**src/rtl/console_pkg.sv**
```systemverilog
// Shared types and constants for the console UART receive bridge.
// Holds the FSM state encodings and the baud divisor helper.
package console_pkg;

  localparam int BYTE_W = 8;

  typedef enum logic [1:0] {
    R_IDLE,
    R_START,
    R_DATA,
    R_STOP
  } rx_state_t;

  typedef enum logic [1:0] {
    H_IDLE,
    H_VALID,
    H_ACKED
  } hs_state_t;

  // Clock cycles per serial bit; callers keep the result >= 4.
  function automatic int calc_div(input int clk_freq_hz, input int baud_rate);
    return clk_freq_hz / baud_rate;
  endfunction

endpackage

```
**src/rtl/console_rx_fifo.sv**
```systemverilog
// Synchronous byte FIFO between the UART receiver and the console handshake.
// Pointers carry one extra wrap bit so full and empty are told apart by the MSB.
module console_rx_fifo
  import console_pkg::*;
#(
  parameter int DEPTH = 4,
  parameter int WIDTH = BYTE_W
) (
  input  logic             clk,
  input  logic             rst_n,
  input  logic             push,
  input  logic             pop,
  input  logic [WIDTH-1:0] wdata,
  output logic [WIDTH-1:0] rdata,
  output logic             full,
  output logic             empty
);

  localparam int AW = $clog2(DEPTH);

  logic [WIDTH-1:0] mem [DEPTH];
  logic [AW:0]      wptr;
  logic [AW:0]      rptr;
  logic             wr_en;
  logic             rd_en;

  // A write into a full FIFO is allowed when the head leaves in the same cycle.
  assign wr_en = push && (!full || pop);
  assign rd_en = pop && !empty;

  assign empty = (wptr == rptr);
  assign full  = (wptr[AW] != rptr[AW]) && (wptr[AW-1:0] == rptr[AW-1:0]);
  assign rdata = mem[rptr[AW-1:0]];

  always_ff @(posedge clk) begin
    if (wr_en) begin
      mem[wptr[AW-1:0]] <= wdata;
    end
  end

  always_ff @(posedge clk or negedge rst_n) begin
    if (!rst_n) begin
      wptr <= '0;
      rptr <= '0;
    end else begin
      if (wr_en) begin
        wptr <= wptr + (AW+1)'(1);
      end
      if (rd_en) begin
        rptr <= rptr + (AW+1)'(1);
      end
    end
  end

endmodule

```
**src/rtl/console_uart_rx.sv**
```systemverilog
// 8N1 UART receiver feeding the processor wrapper's CONSOLE_IN port through a
// small FIFO and a four-phase valid/ack handshake.
module console_uart_rx
  import console_pkg::*;
#(
  parameter int CLK_FREQ_HZ = 100000000,
  parameter int BAUD_RATE   = 115200,
  parameter int FIFO_DEPTH  = 4
) (
  input  logic              CLK,
  input  logic              RESET,
  input  logic              RX,
  output logic [BYTE_W-1:0] CONSOLE_IN,
  output logic              CONSOLE_IN_valid,
  input  logic              CONSOLE_IN_ack,
  output logic              RX_frame_err,
  output logic              RX_overrun
);

  localparam int DIV   = calc_div(CLK_FREQ_HZ, BAUD_RATE);
  localparam int CNT_W = $clog2(DIV);
  localparam logic [CNT_W-1:0] FULL_BIT = CNT_W'(DIV - 1);
  localparam logic [CNT_W-1:0] HALF_BIT = CNT_W'(DIV / 2 - 1);

  // Handshake contract: CONSOLE_IN_valid rises with a new byte on CONSOLE_IN and
  // both stay stable until CONSOLE_IN_ack has risen and then fallen; valid then
  // drops for at least one cycle. ack seen while idle blocks the next pop.

  logic rx_meta;
  logic rxs;

  rx_state_t         rx_state, rx_state_n;
  logic [CNT_W-1:0]  cnt, cnt_n;
  logic [2:0]        bit_idx, bit_idx_n;
  logic [BYTE_W-1:0] shreg, shreg_n;
  logic              push;
  logic              frame_err_n;
  logic              overrun_n;

  hs_state_t         hs_state, hs_state_n;
  logic [BYTE_W-1:0] data_n;
  logic              pop;
  logic              head_ready;

  logic [BYTE_W-1:0] fifo_head;
  logic              fifo_full;
  logic              fifo_empty;

  always_ff @(posedge CLK or negedge RESET) begin
    if (!RESET) begin
      rx_meta <= 1'b1;
      rxs     <= 1'b1;
    end else begin
      rx_meta <= RX;
      rxs     <= rx_meta;
    end
  end

  always_ff @(posedge CLK or negedge RESET) begin
    if (!RESET) begin
      rx_state     <= R_IDLE;
      cnt          <= '0;
      bit_idx      <= '0;
      shreg        <= '0;
      RX_frame_err <= 1'b0;
      RX_overrun   <= 1'b0;
    end else begin
      rx_state     <= rx_state_n;
      cnt          <= cnt_n;
      bit_idx      <= bit_idx_n;
      shreg        <= shreg_n;
      RX_frame_err <= frame_err_n;
      RX_overrun   <= overrun_n;
    end
  end

  always_comb begin
    rx_state_n  = rx_state;
    cnt_n       = cnt;
    bit_idx_n   = bit_idx;
    shreg_n     = shreg;
    push        = 1'b0;
    frame_err_n = 1'b0;
    overrun_n   = 1'b0;
    case (rx_state)
      R_IDLE: begin
        if (!rxs) begin
          cnt_n      = HALF_BIT;
          rx_state_n = R_START;
        end
      end
      R_START: begin
        if (cnt == '0) begin
          if (rxs) begin
            rx_state_n = R_IDLE;
          end else begin
            cnt_n      = FULL_BIT;
            bit_idx_n  = '0;
            rx_state_n = R_DATA;
          end
        end else begin
          cnt_n = cnt - CNT_W'(1);
        end
      end
      R_DATA: begin
        if (cnt == '0) begin
          shreg_n = {rxs, shreg[BYTE_W-1:1]};
          cnt_n   = FULL_BIT;
          if (bit_idx == 3'd7) begin
            rx_state_n = R_STOP;
          end else begin
            bit_idx_n = bit_idx + 3'd1;
          end
        end else begin
          cnt_n = cnt - CNT_W'(1);
        end
      end
      R_STOP: begin
        if (cnt == '0) begin
          rx_state_n = R_IDLE;
          if (!rxs) begin
            frame_err_n = 1'b1;
          end else if (!fifo_full || pop) begin
            push = 1'b1;
          end else begin
            overrun_n = 1'b1;
          end
        end else begin
          cnt_n = cnt - CNT_W'(1);
        end
      end
      default: rx_state_n = R_IDLE;
    endcase
  end

  console_rx_fifo #(
    .DEPTH (FIFO_DEPTH),
    .WIDTH (BYTE_W)
  ) u_fifo (
    .clk   (CLK),
    .rst_n (RESET),
    .push  (push),
    .pop   (pop),
    .wdata (shreg),
    .rdata (fifo_head),
    .full  (fifo_full),
    .empty (fifo_empty)
  );

  // The head must be seen non-empty for a whole cycle before it is popped, so a
  // byte written at edge N is presented no earlier than edge N+2.
  always_ff @(posedge CLK or negedge RESET) begin
    if (!RESET) begin
      head_ready <= 1'b0;
    end else begin
      head_ready <= !fifo_empty;
    end
  end

  always_ff @(posedge CLK or negedge RESET) begin
    if (!RESET) begin
      hs_state   <= H_IDLE;
      CONSOLE_IN <= '0;
    end else begin
      hs_state   <= hs_state_n;
      CONSOLE_IN <= data_n;
    end
  end

  always_comb begin
    hs_state_n = hs_state;
    data_n     = CONSOLE_IN;
    pop        = 1'b0;
    case (hs_state)
      H_IDLE: begin
        if (head_ready && !fifo_empty && !CONSOLE_IN_ack) begin
          pop        = 1'b1;
          data_n     = fifo_head;
          hs_state_n = H_VALID;
        end
      end
      H_VALID: begin
        if (CONSOLE_IN_ack) begin
          hs_state_n = H_ACKED;
        end
      end
      H_ACKED: begin
        if (!CONSOLE_IN_ack) begin
          hs_state_n = H_IDLE;
        end
      end
      default: hs_state_n = H_IDLE;
    endcase
  end

  assign CONSOLE_IN_valid = (hs_state != H_IDLE);

endmodule

```
**config.mk**
```make
export PLATFORM = sky130hd
export DESIGN_NAME = console_uart_rx
export DESIGN_NICKNAME = d
export VERILOG_FILES = /design/src/rtl/console_pkg.sv /design/src/rtl/console_rx_fifo.sv /design/src/rtl/console_uart_rx.sv
export SDC_FILE = /design/constraint.sdc
export NUM_CORES = 1
export LEC_CHECK = 0
export ABC_AREA = 0
export CAP_MARGIN = 5
export CORE_ASPECT_RATIO = 1.2
export CORE_UTILIZATION = 30
export CTS_CLUSTER_SIZE = 28
export DETAILED_ROUTE_END_ITERATION = 8
export PLACE_DENSITY = 0.52
export REMOVE_ABC_BUFFERS = 1
export SYNTH_ARGS = -nofsm -noshare
export SYNTH_HDL_FRONTEND = slang
export SYNTH_HIERARCHICAL = 1
export SYNTH_SLANG_ARGS = --single-unit
```
**constraint.sdc**
```tcl
create_clock -name CLK -period 3.4 [get_ports CLK]
set_clock_uncertainty 0.2 [all_clocks]
set_input_delay 0.85 -clock CLK [delete_from_list [all_inputs] [get_ports CLK]]
set_output_delay 0.85 -clock CLK [all_outputs]
set_load 0.1 [all_outputs]
```
Yosys cells after proc, flatten, opt, wreduce, memory -nomap -nowiden. Memory sizes are Yosys's and may differ from the RTL's. A register that Yosys moved wholly into a read port is not among the register bits. Index checks and enable logic that the tools add are counted.

Memories kept: 1. Bits of input ports: 4. Bits in writable memories: 32. Word-level logic and storage cells: 96. Output and inout port bits: 11. Flip-flop bits (word level): 36.

Memory list: u_fifo.mem (words 4, bits a word 8, rd ports 1, clocked after Yosys merged registers in 1, write ports 1, line console_rx_fifo.sv:21) `logic [WIDTH-1:0] mem [DEPTH];`.

Reduce and logical (&&, ||, !) cells: 21. Eq/ne operators: 21. $add $sub $neg: 4. Mux-type cells: 37.

Operator list (count): 10-bit two-way mux (5); 10-bit case mux with 4 select lines (1); 2-bit != test (second input constant) (11); 2-bit two-way mux (9); 1-bit two-way mux (15); 3-bit two-way mux (4); 10-bit logical NOT (1); 5-bit AND reduction (2); 10-bit by 1-bit subtractor with 10-bit output (second input constant) (1); 3-bit by 1-bit adder with 3-bit output (second input constant) (3); 2-bit case mux with 4 select lines (1); 2-bit == test (second input constant) (3); 2-bit case mux with 3 select lines (1); 3-bit case mux with 2 select lines (1); 3-bit AND reduction (2); 1-bit logical AND (5); 2-bit by 1-bit == test with 1-bit output (second input constant) (2); 1-bit logical NOT (4); 2-bit logical NOT (2); 2-bit AND reduction (2); 2-bit nonzero test (2); 3-bit == test (1); 3-bit == test (second input constant) (1); 3-bit != test (second input constant) (1); 3 further kinds (3).

Depth between registers and ports, before layout. Gate-level depths: netlist of the first run.

Depth after elaboration: 14. Depth in mapped cells: 13. Gate-level depth less buffers: 10.

Hierarchy. The synthesis of the first run kept the hierarchy.

Modules (own cells, without submodules): console_uart_rx (times used 1, area each 1906.8 µm², seq. area each 953.4 µm², cells an instance 176); console_rx_fifo (times used 1, area each 1614.0 µm², seq. area each 1111.1 µm², cells an instance 89).

Worst setup path before layout of the first run. OpenSTA, ideal clock, no wires.

Path type: flip-flop to flip-flop. Start: register u_fifo.rptr[1]. End: memory u_fifo/mem[0][0] (netlist bit) (enable). Path slack: 216 ps. Setup time: 278 ps. Cell stages (with the launch flop): 12. Path buffers: 4. Required time: 2922 ps. Clock period less this slack: 3184 ps. Arrival time: 2706 ps. Cells stage by stage: dfrtp_1 > buf_6 > xor2_1 > buf_2 > or2_2 > nor2_1 > nor2_1 > and3_1 > clkbuf_1 > clkbuf_1 > or4_1 > and3_1.

Longest elaborated chain between the ends: 14. Elaborated cells on any way between the ends: 17. Those cells by class: eq/ne (2); mux (8); reduce/logical (7).

RTL lines: start, declared (line console_rx_fifo.sv:23) `logic [AW:0] rptr;`; start signal, assigned (line console_rx_fifo.sv:50) `rptr <= rptr + (AW+1)'(1);`; 3-bit == test * (line console_rx_fifo.sv:31) `assign empty = (wptr == rptr);`; named net fifo_empty (line console_uart_rx.sv:47) `logic fifo_empty;`; 1-bit logical NOT * (line console_uart_rx.sv:176) `if (head_ready && !fifo_empty && !CONSOLE_IN_ack) begin`; 1-bit logical AND * (2 in series) (line console_uart_rx.sv:176); 1-bit two-way mux * (line console_uart_rx.sv:176); 1-bit two-way mux * (line console_uart_rx.sv:174) `case (hs_state)`; named net pop (line console_uart_rx.sv:42) `logic pop;`; 1-bit logical OR * (line console_rx_fifo.sv:28, console_uart_rx.sv:123); 1-bit two-way mux (line console_uart_rx.sv:123) `end else if (!fifo_full || pop) begin`; 1-bit two-way mux (line console_uart_rx.sv:121) `if (!rxs) begin`; 1-bit two-way mux (line console_uart_rx.sv:119) `if (cnt == '0) begin`; 1-bit two-way mux (line console_uart_rx.sv:85) `case (rx_state)`; 1-bit logical AND * (line console_rx_fifo.sv:28) `assign wr_en = push && (!full || pop);`; 1-bit two-way mux * (line console_rx_fifo.sv:36) `if (wr_en) begin`; 1-bit two-way mux (not written as such) * (line console_rx_fifo.sv:37) `mem[wptr[AW-1:0]] <= wdata;`; end, declared (line console_rx_fifo.sv:21).

Mark *: on every way through the listed nets, which the timed path passes. The rest lies on a longest branch.

Final worst setup path of the first run.
Start: register u_fifo.rptr[1]. End: memory u_fifo/mem[1][0] (netlist bit) (enable).

Longest elaborated chain between the ends: 14. Elaborated cells on any way between the ends: 17. Those cells by class: eq/ne (2); mux (8); reduce/logical (7).

RTL lines (line): 3-bit == test * (console_rx_fifo.sv:31); named net fifo_empty (console_uart_rx.sv:47); 1-bit logical NOT * (console_uart_rx.sv:176); 1-bit logical AND * (2 in series) (console_uart_rx.sv:176); 1-bit two-way mux * (console_uart_rx.sv:176); 1-bit two-way mux * (console_uart_rx.sv:174); 1-bit logical OR * (console_rx_fifo.sv:28, console_uart_rx.sv:123); 1-bit two-way mux (console_uart_rx.sv:123); 1-bit two-way mux (console_uart_rx.sv:121); 1-bit two-way mux (console_uart_rx.sv:119); 1-bit two-way mux (console_uart_rx.sv:85); 1-bit logical AND * (console_rx_fifo.sv:28); 1-bit two-way mux * (console_rx_fifo.sv:36); 1-bit two-way mux (not written as such) * (console_rx_fifo.sv:37).

Marked as above.

==> results.yml, run 1 <==
sta:
  setup_viol: 0
  fin_crit_ns: 2.959
  report.final.slew_viol_count: 0
  worst_pin_slew_ns: 1.040
  postLayoutSetupSlackWorst_ns: 0.4405
  setup-tns-final_ns: 0
  rsz0062_at_grt: "no"
  max_freq_ghz: 0.3379
  slew_headroom_pct: 30.64
  finalHoldViolCount: 0
  fin_crit_sh_pct: 87.04
  hold_ws_ns: 0.1594
status:
  status: "completed"
power_and_ir_drop:
  total_power_mw: 1.872
  leakagePower_nw: 1.811
  clockPowerShare_pct: 48.2
  p_per_area_nw_per_um2: 455.8
  p_seq_share_pct: 51.0
  swShare_pct: 21.94
  ir_worst_vdd_mv: 0.2086
  p_sw_mw: 0.4108
  internal_power_mw: 1.461
  p_comb_share_pct: 0.8
cts:
  numCtsBuffers: 9
  cts_root_buffer: "clkbuf_16"
  htreeDepth: 3
  postCtsSetupBuffers: 0
  cts_resized: 0
  cts_tree: "done"
  clk_pin_slew_ns: 0.07
  cts_sinks: 76
  cts_hold_buf: 0
  clock_path_buffers: 2
  clkLatencyLatePin_ns: 0.33
synthesis:
  yosysWarnings: 6
  synth-edff-count: 32
  synthArstFlopShare_pct: 57.89
  synth_seq_cells: 76
  netlist_instances: 265
  yosysSeqAreaShare_pct: 58.64
  ys.flop_type: "dfrtp_1"
  synth.distinct_cells: 54
  syn-cell-area_sq_um: 3521
  syn_area_per_cell_sq_um: 13.29
drt:
  via_per_inst: 4.747
  drtAntennaViolNets: 0
  drc: 0
  drt-total-wl_um: 6453
  wl_per_cell_um: 14.47
  drt-initial-drc-count: 63
  vias: 2117
  dr.pass1.iters: 4
floorplanning:
  placementRows: 42
  fp.dieH_um: 120.7
  io_pins: 15
  start_util_pct: 31.31
  die_width_um: 100.9
  placeableCoreArea_sq_um: 11250
  dieArea_sq_um: 12180
global_routing:
  overflow: 0
  grt_pass1_wl_um: 11250
  grt_max_degree: 45
  antenna_found_initial: 0
  grt_pass1_vias: 2181
  grt_util_all_layers_pct: 12.30
setup_path:
  cp_max_fo: 11
  cp_cell_sequence: "xor2_1 -> or2_2 -> nor2_1 -> nor2_1 -> and3_1 -> or4_1 -> and3_1"
  end_kind: "flip-flop"
  crit_family: "simple AND/OR/NAND/NOR gates"
  critPathLaunchType: "flip-flop"
  critPathKind: "reg -> reg"
  cpPeakStageDelay_ns: 0.58
  cp_slowest_cell: "or4_1"
  required_ns: 3.24
  worstPathArrival_ns: 2.80
  path_buf_inv: 0
run:
  drv_cap: 0
placement:
  place.gp.congestion: 0.7302
  portBuffers: 14
  place_ws_ns: 0.2692
  dp.cells: 430
  placed_area_sq_um: 3824
  dpl.hpwl_um: 4440
cells_and_area:
  nets: 305
  final_cell_count_no_fill: 446
  final_util_pct: 36.53
  nFillCells: 1112
  seqCellArea_sq_um: 2064
  drive_gt1_share_pct: 25.68
  design_area_sq_um: 4108
  diodes: 0
  area_growth_pct: 16.67
  multi_input_area_sq_um: 1346
worst_hold_path:
  min_path_type: "reg -> reg"
==> kinds of logic (layout without fill, tap and decap cells) <==
| group | count (synthesis) | after routing | synth area share [%] |
|---|---|---|---|
| multiplexers | 29 | 29 | 11.76 |
| flip-flops | 76 | 76 | 58.64 |
| AND/OR/NAND/NOR | 63 | 63 | 9.453 |
| buffers and inverters | 26 | 53 | 3.127 |
| AO/OA/AOI/OAI | 51 | 51 | 10.56 |
| adder cells (fa/ha/maj) | 14 | 14 | 4.975 |
| XOR/XNOR | 6 | 6 | 1.493 |
==> worst reg2reg max path, stage by stage (launching register included) <==
cell and delay (ns):
dfrtp_1 0.54, xor2_1 0.24, or2_2 0.32, nor2_1 0.13, nor2_1 0.05, and3_1 0.26
or4_1 0.58, and3_1 0.34
==> per-layer routing <==
metal / share of wire [%] / routed length (um) / vias up / GRT usage [%]
li1: - / - / 1033 / -
met1: 47 / 3027 / 1045 / 15.97
met2: 49 / 3138 / 30 / 18.88
met3: 2.6 / 165 / 9 / 3.410
met4: 1.9 / 121 / 0 / 5.888
met5: 0 / 0 / - / 0
==> final cells by class <==
| cell class | count | share of cell area, % |
|---|---|---|
| Clock buffer | 9 | 5.483 |
| Multi-Input combinational cell | 163 | 32.77 |
| Inverter | 16 | 1.462 |
| Tap cell | 154 | 4.691 |
| Clock inverter | 7 | 1.432 |
| Timing Repair Buffer | 21 | 3.899 |
| Sequential cell | 76 | 50.26 |
==> cell usage after synthesis (all sizes together), types with 4 or more instances <==
cell type	instances	share of area, %
dfrtp	42	30
o31ai	4	0.85
edfxtp	32	27
or4	4	0.96
o41ai	4	1.7
clkbuf	6	0.68
mux2	19	6.1
nor2	16	1.7
xor2	4	0.99
nor3	9	1.6
buf	4	0.75
o21ai	10	1.4
and3	4	0.71
a31oi	5	0.89
nand2	13	1.5
mux4	8	5.1
or2	4	0.71
inv	16	1.7
and2	4	0.75
a21oi	11	1.6
ha	14	5.0
==> flip-flops by register name, indices dropped and copies added (netlist names), named ones only <==
name and flops:
RX_frame_err 1, u_fifo/mem 32, bit_idx 3, rx_meta 1, hs_state 2, shreg 8
cnt 10, head_ready 1, u_fifo/wptr 3, CONSOLE_IN 8, rx_state 1, rxs 1
RX_overrun 1, u_fifo/rptr 3
==> worst paths after layout <==
path	start	end	slack (ns)	cells after the start
worst max-delay path	u_fifo/rptr[1]$_DFFE_PN0P_	u_fifo/mem[1][0]$_DFFE_PP_	0.44	7
min in group asynchronous	RESET	cnt[6]$_DFFE_PN0P_	0.48	1
worst max register to register	u_fifo/rptr[1]$_DFFE_PN0P_	u_fifo/mem[1][0]$_DFFE_PP_	0.44	7
worst min-delay path	rx_meta$_DFF_PN1_	rxs$_DFF_PN1_	0.16	0
worst min register to register	rx_meta$_DFF_PN1_	rxs$_DFF_PN1_	0.16	0
max in group asynchronous	RESET	asynchronous set/reset pin	1.85	1
==> power by group through the flow <==
| stage | Sequential, mW | Combinational, mW | Clock, mW |
|---|---|---|---|
| floorplan | 0.972 | 0.00176 | 0 |
| global placement | 0.972 | 0.0166 | 0 |
| detailed placement | 0.972 | 0.0168 | 0 |
| CTS | 0.954 | 0.0169 | 0.935 |
| global route | 0.954 | 0.0187 | 0.976 |
| finish | 0.954 | 0.0154 | 0.903 |
==> cells in the final DEF, fill, tap and decap left out, types with 2 or more instances in the layout <==
master           count
nor2_1              16
o21ai_0             10
a31oi_1              5
nand2_1             12
clkbuf_16            9
mux2_2              18
ha_1                14
clkinv_4             2
xnor2_1              2
a21oi_1             11
edfxtp_1            32
dfstp_2              2
a211oi_1             2
or4_1                3
nand3_1              2
and3_1               4
o22a_1               2
clkdlybuf4s50_1      2
buf_4               18
or3_1                2
nor3_1               8
and2_1               3
mux4_2               8
or2_2                4
mux2i_1              2
o41ai_1              2
inv_6                2
nor2b_1              2
inv_1               16
o31ai_1              4
xor2_1               4
dfrtp_1             42
(Power assumes the default switching activity.)
==> run 2: changes to the inputs <==
- CAP_MARGIN: 5 -> unset
- CORE_MARGIN: unset -> 10
==> run 2 against run 1 <==
Against the previous run:
- worst setup slack better by 0.15 ns
- final cell count is 1.1% higher
- clock power up 2%
==> results.yml, run 2 (synthesized netlist as in run 1, its figures left out) <==
sta:
  postLayoutSetupSlackWorst_ns: 0.5938
  fin_crit_ns: 2.806
  setup-tns-final_ns: 0
  report.final.slew_viol_count: 0
  max_freq_ghz: 0.3564
  fin_crit_sh_pct: 82.53
  rsz0062_at_grt: "no"
  setup_viol: 0
  worst_pin_slew_ns: 0.5595
  slew_headroom_pct: 62.61
  finalHoldViolCount: 0
cts:
  numCtsBuffers: 9
  cts_sinks: 76
  htreeDepth: 3
  clkLatencyLatePin_ns: 0.34
  cts_tree: "done"
  clock_path_buffers: 2
  clk_pin_slew_ns: 0.06
  cts_resized: 0
  cts_hold_buf: 0
  postCtsSetupBuffers: 0
  cts_root_buffer: "clkbuf_16"
cells_and_area:
  diodes: 0
  nets: 307
  final_cell_count_no_fill: 451
  drive_gt1_share_pct: 26.19
  layout_common_cells: "42 x dfrtp_1, 32 x edfxtp_1, 20 x buf_4"
  area_growth_pct: 17.38
  final_common_cell: "dfrtp_1"
  largest_register_ffs: 32
  design_area_sq_um: 4133
  final_util_pct: 35.89
global_routing:
  grt_util_all_layers_pct: 8.381
  met1_usage_pct: 9.611
  grt_pass1_wl_um: 11070
  overflow: 0
  antenna_found_initial: 0
  grt_pass1_vias: 2197
  grt_util_met2_pct: 13.84
  met3_usage_pct: 2.729
  grt_max_degree: 24
  grt-busiest-layer: "met2"
setup_path:
  worstPathArrival_ns: 2.65
  critPathLaunchType: "flip-flop"
  end_kind: "flip-flop"
  critPathKind: "reg -> reg"
  cp_max_fo: 8
  required_ns: 3.25
drt:
  drt-total-wl_um: 6465
  drc: 0
  vias: 2113
  drtAntennaViolNets: 0
  drt-initial-drc-count: 103
  wl_per_cell_um: 14.33
  dr.pass1.iters: 4
  via_per_inst: 4.685
floorplanning:
  die_width_um: 118.9
  placementRows: 43
  dieArea_sq_um: 16490
  placeableCoreArea_sq_um: 11510
  fp.dieH_um: 138.7
  start_util_pct: 30.58
  io_pins: 15
placement:
  place.gp.congestion: 0.7249
  dpl.hpwl_um: 4627
  portBuffers: 14
  dp.cells: 435
  placed_area_sq_um: 3842
  place_ws_ns: 0.2646
status:
  status: "completed"
power_and_ir_drop:
  ir_worst_vdd_mv: 0.2314
  leakagePower_nw: 1.823
  p_per_area_nw_per_um2: 457.9
run:
  drv_cap: 0
worst_hold_path:
  min_path_type: "reg -> reg"
-- run 2: cell count changes in the layout (fill, tap and decap cells not counted) --
cell,delta
buf_4,+2
clkinv_2,-1
clkinv_4,-1
inv_6,+1
inv_8,+1
-- run 2: worst paths after layout --
check | start | endpoint | slack (ns) | depth (start not counted)
min in group asynchronous | RESET | cnt[5]$_DFFE_PN0P_ | 0.27 | 1
min | rx_meta$_DFF_PN1_ | rxs$_DFF_PN1_ | 0.16 | 0
max | u_fifo/wptr[1]$_DFFE_PN0P_ | u_fifo/mem[1][0]$_DFFE_PP_ | 0.59 | 7
min reg2reg | rx_meta$_DFF_PN1_ | rxs$_DFF_PN1_ | 0.16 | 0
max in group asynchronous | RESET | u_fifo/wptr[0]$_DFFE_PN0P_ | 2.01 | 2
max reg2reg | u_fifo/wptr[1]$_DFFE_PN0P_ | u_fifo/mem[1][0]$_DFFE_PP_ | 0.59 | 7
-- run 2: layer usage --
metal,wire length (um),vias to the layer above
li1,-,1041
met4,102,0
met1,2890,1037
met5,0,-
met3,190,7
met2,3282,28
-- run 2: where the power goes --
| group | switching (mW) | internal [mW] | leakage (nW) | total, mW |
|---|---|---|---|---|
| sequential | 0.00148 | 0.953 | 0.960 | 0.954 |
| combinational | 0.0122 | 0.00403 | 0.722 | 0.0162 |
| clock | 0.409 | 0.513 | 0.141 | 0.922 |
-- run 2: worst max-delay path, stage by stage (launching register included) --
cell and delay (ns):
dfrtp_1 0.44, xor2_1 0.18, or2_2 0.32, nor2_1 0.13
nor2_1 0.05, and3_1 0.26, or4_1 0.60, and3_1 0.35
-- run 2: layout make-up --
type                    count  area (sq um)
flip-flops and latches     76          2064
fillers                  1163          7381
clock inverters             7         65.06
multi-input cells         163          1346
well taps                 157         196.4
clock buffers               9         225.2
repair buffers             23         175.2
inverters                  16         60.06
-- run 2: stage by stage --
stage	total power [mW]	hold WS [ns]
after global placement	0.9899	0.1464
final	1.892	0.1579
after detailed placement	0.9899	0.1503
after global routing	1.966	0.1646
after CTS	1.926	0.1595
after floorplan	0.9736	0.1452
